[src/rtl/ps2_frame_rx_pkg.sv]
// Shared PS/2 device-to-host frame constants and receive FSM encoding.
package ps2_frame_rx_pkg;

  localparam int unsigned FRAME_DATA_BITS = 8;
  localparam logic [7:0]  BREAK_CODE      = 8'hF0;
  localparam logic [7:0]  EXT_CODE        = 8'hE0;

  typedef enum logic [1:0] {
    StIdle,
    StData,
    StParity,
    StStop
  } ps2_state_e;

  // True when the eight data bits plus the parity bit hold an odd number of ones.
  function automatic logic odd_parity_ok(input logic [7:0] data, input logic par);
    return ^{data, par};
  endfunction

endpackage

[src/rtl/ps2_line_filter.sv]
// Synchroniser for one asynchronous PS/2 line, optionally followed by a glitch filter.
module ps2_line_filter #(
  parameter int unsigned SYNC_STAGES = 2,
  parameter int unsigned FILTER_LEN  = 8
) (
  input  logic clk_i,
  input  logic rst_i,
  input  logic line_i,
  output logic line_o
);

  logic [SYNC_STAGES-1:0] sync_q;
  logic                   synced;

  always_ff @(posedge clk_i) begin
    if (rst_i) begin
      sync_q <= '1;
    end else begin
      sync_q <= {sync_q[SYNC_STAGES-2:0], line_i};
    end
  end

  assign synced = sync_q[SYNC_STAGES-1];

  generate
    if (FILTER_LEN == 0) begin : g_bypass
      assign line_o = synced;
    end else begin : g_filter
      localparam int unsigned CntW = (FILTER_LEN > 1) ? $clog2(FILTER_LEN) : 1;

      logic [CntW-1:0] cnt_q, cnt_d;
      logic            filt_q, filt_d;

      // The output only follows the input after FILTER_LEN consecutive differing samples.
      always_comb begin
        cnt_d  = '0;
        filt_d = filt_q;
        if (synced != filt_q) begin
          if (cnt_q == CntW'(FILTER_LEN - 1)) begin
            filt_d = synced;
          end else begin
            cnt_d = cnt_q + CntW'(1);
          end
        end
      end

      always_ff @(posedge clk_i) begin
        if (rst_i) begin
          cnt_q  <= '0;
          filt_q <= 1'b1;
        end else begin
          cnt_q  <= cnt_d;
          filt_q <= filt_d;
        end
      end

      assign line_o = filt_q;
    end
  endgenerate

endmodule

[src/rtl/ps2_frame_rx.sv]
// PS/2 receive stage: deframes 11-bit device-to-host frames, checks parity and stop,
// and presents the last two accepted bytes as a 16-bit scan-code history.
module ps2_frame_rx
  import ps2_frame_rx_pkg::*;
#(
  parameter int unsigned SYNC_STAGES    = 2,
  parameter int unsigned FILTER_LEN     = 8,
  parameter int unsigned TIMEOUT_CYCLES = 50000
) (
  input  logic        clk_50MHz,
  input  logic        rst,
  input  logic        ps2_clk,
  input  logic        ps2_data,
  output logic [15:0] keycode,
  output logic        flag,
  output logic        frame_err
);

  localparam int unsigned TmoW = $clog2(TIMEOUT_CYCLES + 1);

  logic clk_f, data_s, fall;

  ps2_line_filter #(
    .SYNC_STAGES(SYNC_STAGES),
    .FILTER_LEN (FILTER_LEN)
  ) u_clk_filter (
    .clk_i (clk_50MHz),
    .rst_i (rst),
    .line_i(ps2_clk),
    .line_o(clk_f)
  );

  ps2_line_filter #(
    .SYNC_STAGES(SYNC_STAGES),
    .FILTER_LEN (0)
  ) u_data_sync (
    .clk_i (clk_50MHz),
    .rst_i (rst),
    .line_i(ps2_data),
    .line_o(data_s)
  );

  ps2_state_e      state_q, state_d;
  logic [2:0]      bit_cnt_q, bit_cnt_d;
  logic [7:0]      shift_q, shift_d;
  logic            parity_q, parity_d;
  logic [TmoW-1:0] tmo_q, tmo_d;
  logic [15:0]     keycode_q, keycode_d;
  logic            flag_q, flag_d;
  logic            frame_err_q, frame_err_d;
  logic            clk_f_q;

  assign fall = clk_f_q & ~clk_f;

  always_comb begin
    state_d     = state_q;
    bit_cnt_d   = bit_cnt_q;
    shift_d     = shift_q;
    parity_d    = parity_q;
    keycode_d   = keycode_q;
    flag_d      = 1'b0;
    frame_err_d = 1'b0;
    tmo_d       = (state_q == StIdle || fall) ? '0 : tmo_q + TmoW'(1);

    unique case (state_q)
      StIdle: begin
        if (fall && !data_s) begin
          state_d   = StData;
          bit_cnt_d = '0;
        end
      end
      StData: begin
        if (fall) begin
          shift_d   = {data_s, shift_q[7:1]};
          bit_cnt_d = bit_cnt_q + 3'd1;
          if (bit_cnt_q == 3'(FRAME_DATA_BITS - 1)) begin
            state_d = StParity;
          end
        end
      end
      StParity: begin
        if (fall) begin
          parity_d = data_s;
          state_d  = StStop;
        end
      end
      StStop: begin
        if (fall) begin
          state_d = StIdle;
          if (data_s && odd_parity_ok(shift_q, parity_q)) begin
            keycode_d = {keycode_q[7:0], shift_q};
            flag_d    = 1'b1;
          end else begin
            frame_err_d = 1'b1;
          end
        end
      end
      default: state_d = StIdle;
    endcase

    // A stalled frame is dropped silently so the next start bit resynchronises.
    if (state_q != StIdle && !fall && tmo_q == TmoW'(TIMEOUT_CYCLES - 1)) begin
      state_d = StIdle;
      tmo_d   = '0;
    end
  end

  always_ff @(posedge clk_50MHz) begin
    if (rst) begin
      state_q     <= StIdle;
      bit_cnt_q   <= '0;
      shift_q     <= '0;
      parity_q    <= 1'b0;
      tmo_q       <= '0;
      keycode_q   <= '0;
      flag_q      <= 1'b0;
      frame_err_q <= 1'b0;
      clk_f_q     <= 1'b1;
    end else begin
      state_q     <= state_d;
      bit_cnt_q   <= bit_cnt_d;
      shift_q     <= shift_d;
      parity_q    <= parity_d;
      tmo_q       <= tmo_d;
      keycode_q   <= keycode_d;
      flag_q      <= flag_d;
      frame_err_q <= frame_err_d;
      clk_f_q     <= clk_f;
    end
  end

  assign keycode   = keycode_q;
  assign flag      = flag_q;
  assign frame_err = frame_err_q;

endmodule

[config.mk]
export PLATFORM = sky130hd
export DESIGN_NAME = ps2_frame_rx
export DESIGN_NICKNAME = d
export VERILOG_FILES = /design/src/rtl/ps2_frame_rx_pkg.sv /design/src/rtl/ps2_line_filter.sv /design/src/rtl/ps2_frame_rx.sv
export SDC_FILE = /design/constraint.sdc
export NUM_CORES = 1
export LEC_CHECK = 0
export BUFFER_PORTS_ARGS = -buffer_cell sky130_fd_sc_hd__buf_2
export CAP_MARGIN = 10
export CORE_ASPECT_RATIO = 1.5
export CORE_MARGIN = 5
export CORE_UTILIZATION = 25
export CTS_BUF_LIST = sky130_fd_sc_hd__clkbuf_8
export DETAILED_ROUTE_END_ITERATION = 16
export GPL_TIMING_DRIVEN = 0
export PLACE_DENSITY = 0.44
export SETUP_SLACK_MARGIN = 0.1
export SYNTH_ARGS = -nofsm -noshare
export SYNTH_HDL_FRONTEND = slang
export SYNTH_SLANG_ARGS = --single-unit
[constraint.sdc]
create_clock -name clk_50MHz -period 2.8 [get_ports clk_50MHz]
set_clock_uncertainty 0.15 [all_clocks]
set_input_delay 0.84 -clock clk_50MHz [delete_from_list [all_inputs] [get_ports clk_50MHz]]
set_output_delay 0.84 -clock clk_50MHz [all_outputs]
set_load 0.005 [all_outputs]
[Yosys cells after proc, flatten, opt, wreduce, memory -nomap -nowiden]
Cells that the tools add are included.
Widths: inputs -> output; s select.
Storage, ports and cells
  input bits: 4
  output and inout port bits: 18
  word-level logic and storage cells: 65
  register bits: 57
Operators by class
  equal/unequal tests: 12
  add/sub/neg operators: 3
  reduce and logical (&&, ||, !) cells: 21
  bitwise gates (word level): 5
  multiplexer cells: 11
Operators by type and width (count)
  $add 16x1->16 const B: 1
  $eq 16x16->1 const B: 1
  $mux 2: 5
  $reduce_or 3->1: 3
  $reduce_xor 9->1: 1
  $ne 2x2->1 const B: 4
  $pmux 2 s4: 1
  $add 3x1->3 const B: 2
  $eq 3x3->1 const B: 2
  $mux 3: 2
  $pmux 3 s2: 1
  $reduce_and 2->1: 3
  $reduce_and 3->1: 2
  $reduce_and 5->1: 1
  $eq 2x2->1 const B: 2
  $logic_and 1x1->1: 4
  $not 1->1: 4
  $reduce_bool 2->1: 2
  $eq 2x1->1 const B: 1
  $logic_not 1->1: 2
  $logic_not 2->1: 1
  $mux 1: 2
  $ne 2x1->1 const B: 1
  $reduce_or 2->1: 1
  3 further kinds: 3

[Longest topological paths before layout]
Gate-level depths: netlist of the first run.
  depth after elaboration: 6
  mapped depth: 8
  gate-level depth less buffers: 6

[By module]
A second synthesis of the first run with hierarchy kept.
Unflattened totals
  cells, all modules: 247
  area, all modules: 2518.7 sq um
Modules (own cells, without submodules)
  ps2_frame_rx: seq. area each 980.9 sq um, times used 1, area each 2259.7 sq um, cells an instance 227
  ps2_line_filter at u_clk_filter: seq. area each 120.1 sq um, times used 1, area each 206.4 sq um, cells an instance 16
  ps2_line_filter at u_data_sync: seq. area each 40.0 sq um, times used 1, area each 52.6 sq um, cells an instance 4

[Worst setup path before layout of the first run]
No wires, ideal clock.
  kind: register -> register
  start point: register tmo_q[0]
  end point: register tmo_q[10]
  arrival: 1.866 ns
  library setup time: 0.064 ns
  cell stages (with the launch flop): 9
  data required time: 2.586 ns
  path slack: 0.720 ns
  clock period less this slack: 2.080 ns
  path through: dfxtp_1 -> ha_1 -> and3_1 -> buf_2 -> and4_1 -> or4_1 -> buf_2 -> buf_2 -> nor2_1
On the way
  longest elaborated chain between the ends: 3
  elaborated cells on any way between the ends: 4
  classes of those cells: 1 x add/sub; 1 x eq/ne; 2 x reduce/logical
RTL lines
  start, declared: line ps2_frame_rx.sv:47  | logic [TmoW-1:0] tmo_q, tmo_d;
  start signal, assigned: line ps2_frame_rx.sv:124  | tmo_q <= tmo_d;
  parallel branches: the longest is 3 deep, another holds $add 16x1->16
Parallel ways; which one is timed is not known.
A chain may end at the register's enable or synchronous reset.

[Worst setup path in the final report of the first run]
  start point: input rst
  end point: register shift_q[2]
RTL lines
  start, declared: line ps2_frame_rx.sv:11  | input logic rst,
  end signal, assigned: line ps2_frame_rx.sv:122  | shift_q <= shift_d;
  end, declared: line ps2_frame_rx.sv:45  | logic [7:0] shift_q, shift_d;
No word-level cell between the ends.

==> results of run 1 <==
==> synthesized netlist by cell type, types with 2 or more instances <==
library cell	instances	share of area
nand3_1	6	0.012
nor2_1	30	0.045
clkbuf_1	7	0.010
nand2_1	6	0.0090
and2_1	4	0.010
mux2i_1	29	0.12
ha_1	10	0.050
nand2b_1	27	0.067
nor4bb_1	2	0.0080
a21oi_1	3	0.0060
dfxtp_1	57	0.45
a211oi_1	2	0.0060
or4_1	2	0.0060
buf_2	3	0.0060
inv_1	4	0.0060
and3_1	2	0.0050
nor2b_1	4	0.010
xor2_1	11	0.038
or2_2	7	0.017
nand4_1	3	0.0075
and4_1	4	0.014
xnor2_1	6	0.021
==> area by class of cell <==
class | instances | share of cell area
clock inverter | 4 | 0.0148
timing repair buffer | 21 | 0.0356
tap | 115 | 0.0487
sequential | 57 | 0.386
clock buffer | 11 | 0.0513
inverter | 4 | 0.00508
buffer | 11 | 0.0208
multi-input combinational | 174 | 0.437
==> stage by stage <==
stage	setup slack, ps	util	std cells
finish	513	0.303	397
global route	339	0.303	397
CTS	506	0.303	397
detailed placement	144	0.283	382
global placement	120	0.283	382
floorplan	720	-	246
==> layer usage <==
| layer | track usage | share of wire | up-vias |
|---|---|---|---|
| li1 | - | - | 896 |
| met5 | 0 | 0 | - |
| met3 | 0.0409 | 0.053 | 6 |
| met4 | 0.0471 | 0.018 | 0 |
| met2 | 0.147 | 0.51 | 32 |
| met1 | 0.0895 | 0.42 | 759 |
==> worst max-delay path: stages <==
cell and delay, ps:
buf_2 110, clkbuf_1 350, clkbuf_1 500, clkbuf_1 440
nor2_1 90
==> final timing paths <==
path,end,slack (ps),startpoint
hold reg to reg,u_data_sync.sync_q[1]$_SDFF_PP1_,260,u_data_sync.sync_q[0]$_SDFF_PP1_
setup reg to reg,tmo_q[10]$_SDFF_PP0_,550,tmo_q[0]$_SDFF_PP0_
hold / removal,u_data_sync.sync_q[1]$_SDFF_PP1_,260,u_data_sync.sync_q[0]$_SDFF_PP1_
setup / recovery,shift_q[2]$_SDFFE_PP0P_,510,rst
==> kinds of logic (layout without fill, tap and decap cells) <==
| group | Yosys count | after routing |
|---|---|---|
| and+or+nand+nor | 105 | 105 |
| DFF | 57 | 57 |
| muxes | 30 | 30 |
| xor gates and xnor gates | 19 | 19 |
| buffers and inverters | 15 | 51 |
| adders and majority gates | 10 | 10 |
| AOI/OAI and AO/OA | 10 | 10 |
==> state kept, by name, summed over array words and instances, names as in the netlist <==
signal and cells:
bit_cnt_q 3, clk_f_q 1, flag 1, frame_err 1, keycode 16, parity_q 1
shift_q 8, state_q 2, tmo_q 16, u_clk_filter.g_filter.cnt_q 3, u_clk_filter.line_o 1, u_clk_filter.sync_q 2
u_data_sync.sync_q 2
==> power groups by stage <==
stage | combinational (mW) | clock, mW | sequential [mW]
after floorplan | 0.0695 | 0 | 0.845
after global placement | 0.0929 | 0 | 0.847
after detailed placement | 0.0943 | 0 | 0.848
after CTS | 0.0946 | 0.803 | 0.829
after global routing | 0.107 | 0.848 | 0.831
final | 0.0916 | 0.763 | 0.829
==> flow_summary.ini, run 1 <==
[outcome]
outcome = completed

[drt]
drt_iter0_drc = 69
avgViaCountPerCell = 4.26
vias = 1693
route.detailed.drc = 0
dr.pass1.iters = 4
route.detailed.wl_per_inst_um = 11.8
antenna_left = 0
wl_um = 4700

[cts]
cts_root_buffer = clkbuf_8
clock_sinks = 57
path_clk_slew_ps = 60
cts_htree_levels = 3
cts_setup_buffers = 0
numCtsBuffers = 9
cts_hold_buf = 0
tritoncts = built
clkLatencyLatePin_ps = 330
ctsResizeCount = 0
clock_path_buffers = 2

[pwr]
vdd_drop_max_uv = 193
p_int_mw = 1.31
power.total_mw = 1.68
sw_frac_of_total = 0.224
seqPwrFrac = 0.493
power.leakage_nw = 1.18
p_switching_mw = 0.377
clockPowerShare = 0.453
p_comb_frac = 0.054
powerDensity_nw_per_um2 = 570

[floorplan]
start_util = 0.257
die_width_um = 91.8
die_h_um = 133
io_pins = 22
dieArea_um2 = 12200
core-area_um2 = 9740
num_rows = 44

[hold_path]
hold_path_depth = 1
hold_path.class = reg -> reg

[final_layout]
area_growth_pct = 17.7
fill_cells = 1038
mostFrequentLayoutCells = dfxtp_1, nor2_1, mux2i_1
drive_above_1_share = 0.174
final_common_cell = dfxtp_1
final_area_um2 = 2950
seq_area_um2 = 1140
final_nets = 292
antenna_cells = 0
multi_input_area_um2 = 1290

[sta]
finalHoldViolCount = 0
holdWs_ps = 262
min_period_ps = 2290
finalSetupViolCount = 0
finalCritPeriodShare = 0.817
fmax_mhz = 437
rsz0062_at_grt = no
slew_violations = 0
tns_ps = 0
slew_headroom = 0.621
tightest_slew_ps = 569

[synth]
synth-seq-area-share = 0.455
synthXorXnorAreaFrac = 0.0783
syn_area_um2 = 2510
synthMuxAreaShare = 0.125
synth_fa_ha_area_frac = 0.0499
synth_edf_count = 0
synth-async-reset-ratio = 0
ys_ff_latch = 57
synth_compound_area_frac = 0.0274
syn-instance-count = 246
ys_warn_count = 0
synth_fp_nets = 260
synth-simple-area-share = 0.234
synth_top_family_by_area = simple AND/OR/NAND/NOR gates
ys.flop_type = dfxtp_1
synth.distinct_cells = 39
synth.avg_cell_area_um2 = 10.2

[worst_setup_path]
path_max_fanout = 10
arrival_ps = 2350
cp.required_ps = 2860
crit_type = in -> reg
cp-end-kind = flip-flop
reg2reg_depth = 8
cp-start-kind = input pin

[global_routing]
grt_max_degree = 11
grt_antenna_before_repair = 0
grt-ovfl-total = 0
grt_pass1_wl_um = 8300
grt_pass1_vias = 1738
grtUsageTotal = 0.0875

[placement]
dp_hpwl_um = 3400
gp_congestion = 0.686
placed_cell_area_um2 = 2760
port_buffers = 21

[job]
maxCapViolations = 0
Note: power is estimated with default switching activity, not from simulation.
==> run 2, diff against run 1 <==
Settings changed: PLACE_DENSITY 0.44 to 0.45.
Clock period 2.8 ns to 1.9 ns, I/O delays scaled along.
==> run 2 against run 1 <==
Net effect: the run now ends with negative setup slack left; first-iteration DRC count down 19%; hold slack worse by 5.6 ps; clock-buffer cell count unchanged; register-to-register slack worse by 560 ps; global-route usage about the same; setup slack worse by 520 ps; power up 44%; highest routed layer unchanged.
==> flow_summary.ini, run 2 (synthesis results as in run 1) <==
[drt]
dr.pass1.iters = 4
drt_iter0_drc = 56
route.detailed.wl_per_inst_um = 12.2
antenna_left = 0
route.detailed.drc = 0
avgViaCountPerCell = 4.41
wl_um = 5100
vias = 1837

[final_layout]
final_common_cell = dfxtp_1
seq_area_um2 = 1170
antenna_cells = 0
multi_input_area_um2 = 1460
area_growth_pct = 33.6
mostFrequentLayoutCells = dfxtp_1, mux2i_1, nand2b_1
fill_cells = 990
final_nets = 313
drive_above_1_share = 0.364

[pwr]
clockPowerShare = 0.393
p_switching_mw = 0.582
seqPwrFrac = 0.508
power.leakage_nw = 1.31
p_int_mw = 1.85
sw_frac_of_total = 0.240
p_comb_frac = 0.099
powerDensity_nw_per_um2 = 725
vdd_drop_max_uv = 395

[cts]
tritoncts = built
cts_htree_levels = 3
clock_sinks = 57
numCtsBuffers = 9
clock_path_buffers = 2
clkLatencyLatePin_ps = 340
cts_root_buffer = clkbuf_8
cts_hold_buf = 0
path_clk_slew_ps = 60

[sta]
finalHoldViolCount = 0
holdWs_ps = 257
worst_slack_ps = -7.18
tns_ps = -15.2
rsz0062_at_grt = yes
tightest_slew_ps = 429
slew_headroom = 0.714
finalCritPeriodShare = 1.00
min_period_ps = 1910
slew_violations = 0
fmax_mhz = 524
finalSetupViolCount = 3

[global_routing]
grtUsageTotal = 0.0877
grt-ovfl-total = 0
grt_pass1_wl_um = 8300
grt_max_degree = 11
grt_antenna_before_repair = 0
grt_pass1_vias = 1760

[worst_setup_path]
crit_type = reg -> reg
cp_cell_sequence = ha_4 > and3_4 > and4_4 > or4_4 > buf_6 > buf_6 > a21oi_2
rr_startpoint = tmo_q[0]$_SDFF_PP0_
cp-start-kind = flip-flop
reg2reg_to = tmo_q[15]$_SDFF_PP0_
reg2reg_setup_slack_ps = -7
path_max_fanout = 6
crit_path_max_incr_delay_ps = 480
reg2reg_depth = 7
crit_top_cell = buf_6
arrival_ps = 2030
cp.required_ps = 2020
cp-end-kind = flip-flop
critical-path-slowest-cell = or4_4

[floorplan]
start_util = 0.257
core-area_um2 = 9740
num_rows = 44
dieArea_um2 = 12200
die_h_um = 133
io_pins = 22
die_width_um = 91.8

[placement]
port_buffers = 21
gp_congestion = 0.716
dp_hpwl_um = 3350

[job]
maxCapViolations = 0

[hold_path]
min_to = u_data_sync.sync_q[1]$_SDFF_PP1_
hold_path.class = reg -> reg
min-delay-start = u_data_sync.sync_q[0]$_SDFF_PP1_
hold_path_depth = 1

[outcome]
failed_checks = negative setup slack
outcome = complete, but fails checks
-- run 2: worst max-delay path, delay by kind of cell (launching register included) --
kind                       cells  cell delay (ps)
AOI/OAI and AO/OA              1               90
adders and majority gates      1              150
buffers and inverters          2              280
DFF                            1              350
and+or+nand+nor                3              840
-- run 2: worst max path at each step --
stage	startpoint	end	slack [ps]
CTS	tmo_q[0]$_SDFF_PP0_	tmo_q[15]$_SDFF_PP0_	-20
floorplan	tmo_q[0]$_SDFF_PP0_	tmo_q[0]$_SDFF_PP0_	-100
detailed placement	rst	bit_cnt_q[1]$_SDFFE_PP0P_	-530
global route	tmo_q[0]$_SDFF_PP0_	tmo_q[15]$_SDFF_PP0_	-70
finish	tmo_q[0]$_SDFF_PP0_	tmo_q[15]$_SDFF_PP0_	-7
global placement	rst	bit_cnt_q[1]$_SDFFE_PP0P_	-530
-- run 2: metrics by stage --
| stage | area, um^2 | setup WS, ps | power, mW | instances | utilization |
|---|---|---|---|---|---|
| after floorplan | 2570 | -97.1 | 1.37 | 246 | - |
| after global placement | 2820 | -528 | 1.40 | 382 | 0.289 |
| after detailed placement | 2820 | -533 | 1.41 | 382 | 0.289 |
| after CTS | 3130 | -18.7 | 2.45 | 408 | 0.321 |
| after global routing | 3350 | -69.1 | 2.55 | 417 | 0.344 |
| final | 3350 | -7.18 | 2.43 | 417 | 0.344 |
-- run 2: timing repair --
| item | 4_1_cts | 5_1_grt |
|---|---|---|
| endpoints found under the hold margin | 0 | 0 |
| pin swaps | 7 | 8 |
| resized for setup | 19 | 39 |
| cloned | 1 | 1 |
| setup buffers | 12 | 8 |
| setup endpoints to repair | 45 | 46 |
-- run 2: power groups by stage --
stage,Clock [mW],Sequential [mW],Combinational (mW)
after floorplan,0,1.25,0.116
after global routing,1.06,1.24,0.261
after detailed placement,0,1.25,0.154
after CTS,1.01,1.23,0.207
after global placement,0,1.25,0.150
final,0.955,1.24,0.240
-- run 2: routing by layer --
layer / global-route usage / vias up / share of wire
li1: - / 936 / -
met1: 0.0940 / 864 / 0.43
met2: 0.144 / 30 / 0.51
met3: 0.0369 / 7 / 0.051
met4: 0.0496 / 0 / 0.015
met5: 0 / - / 0
-- run 2: final cells by class --
class                           count  area share
Inverter                            4     0.00523
Buffer                             10      0.0224
Multi-Input combinational cell    174       0.435
Clock inverter                      3     0.00336
Sequential cell                    57       0.348
Clock buffer                       11      0.0452
Tap cell                          115      0.0429
Timing Repair Buffer               43      0.0975
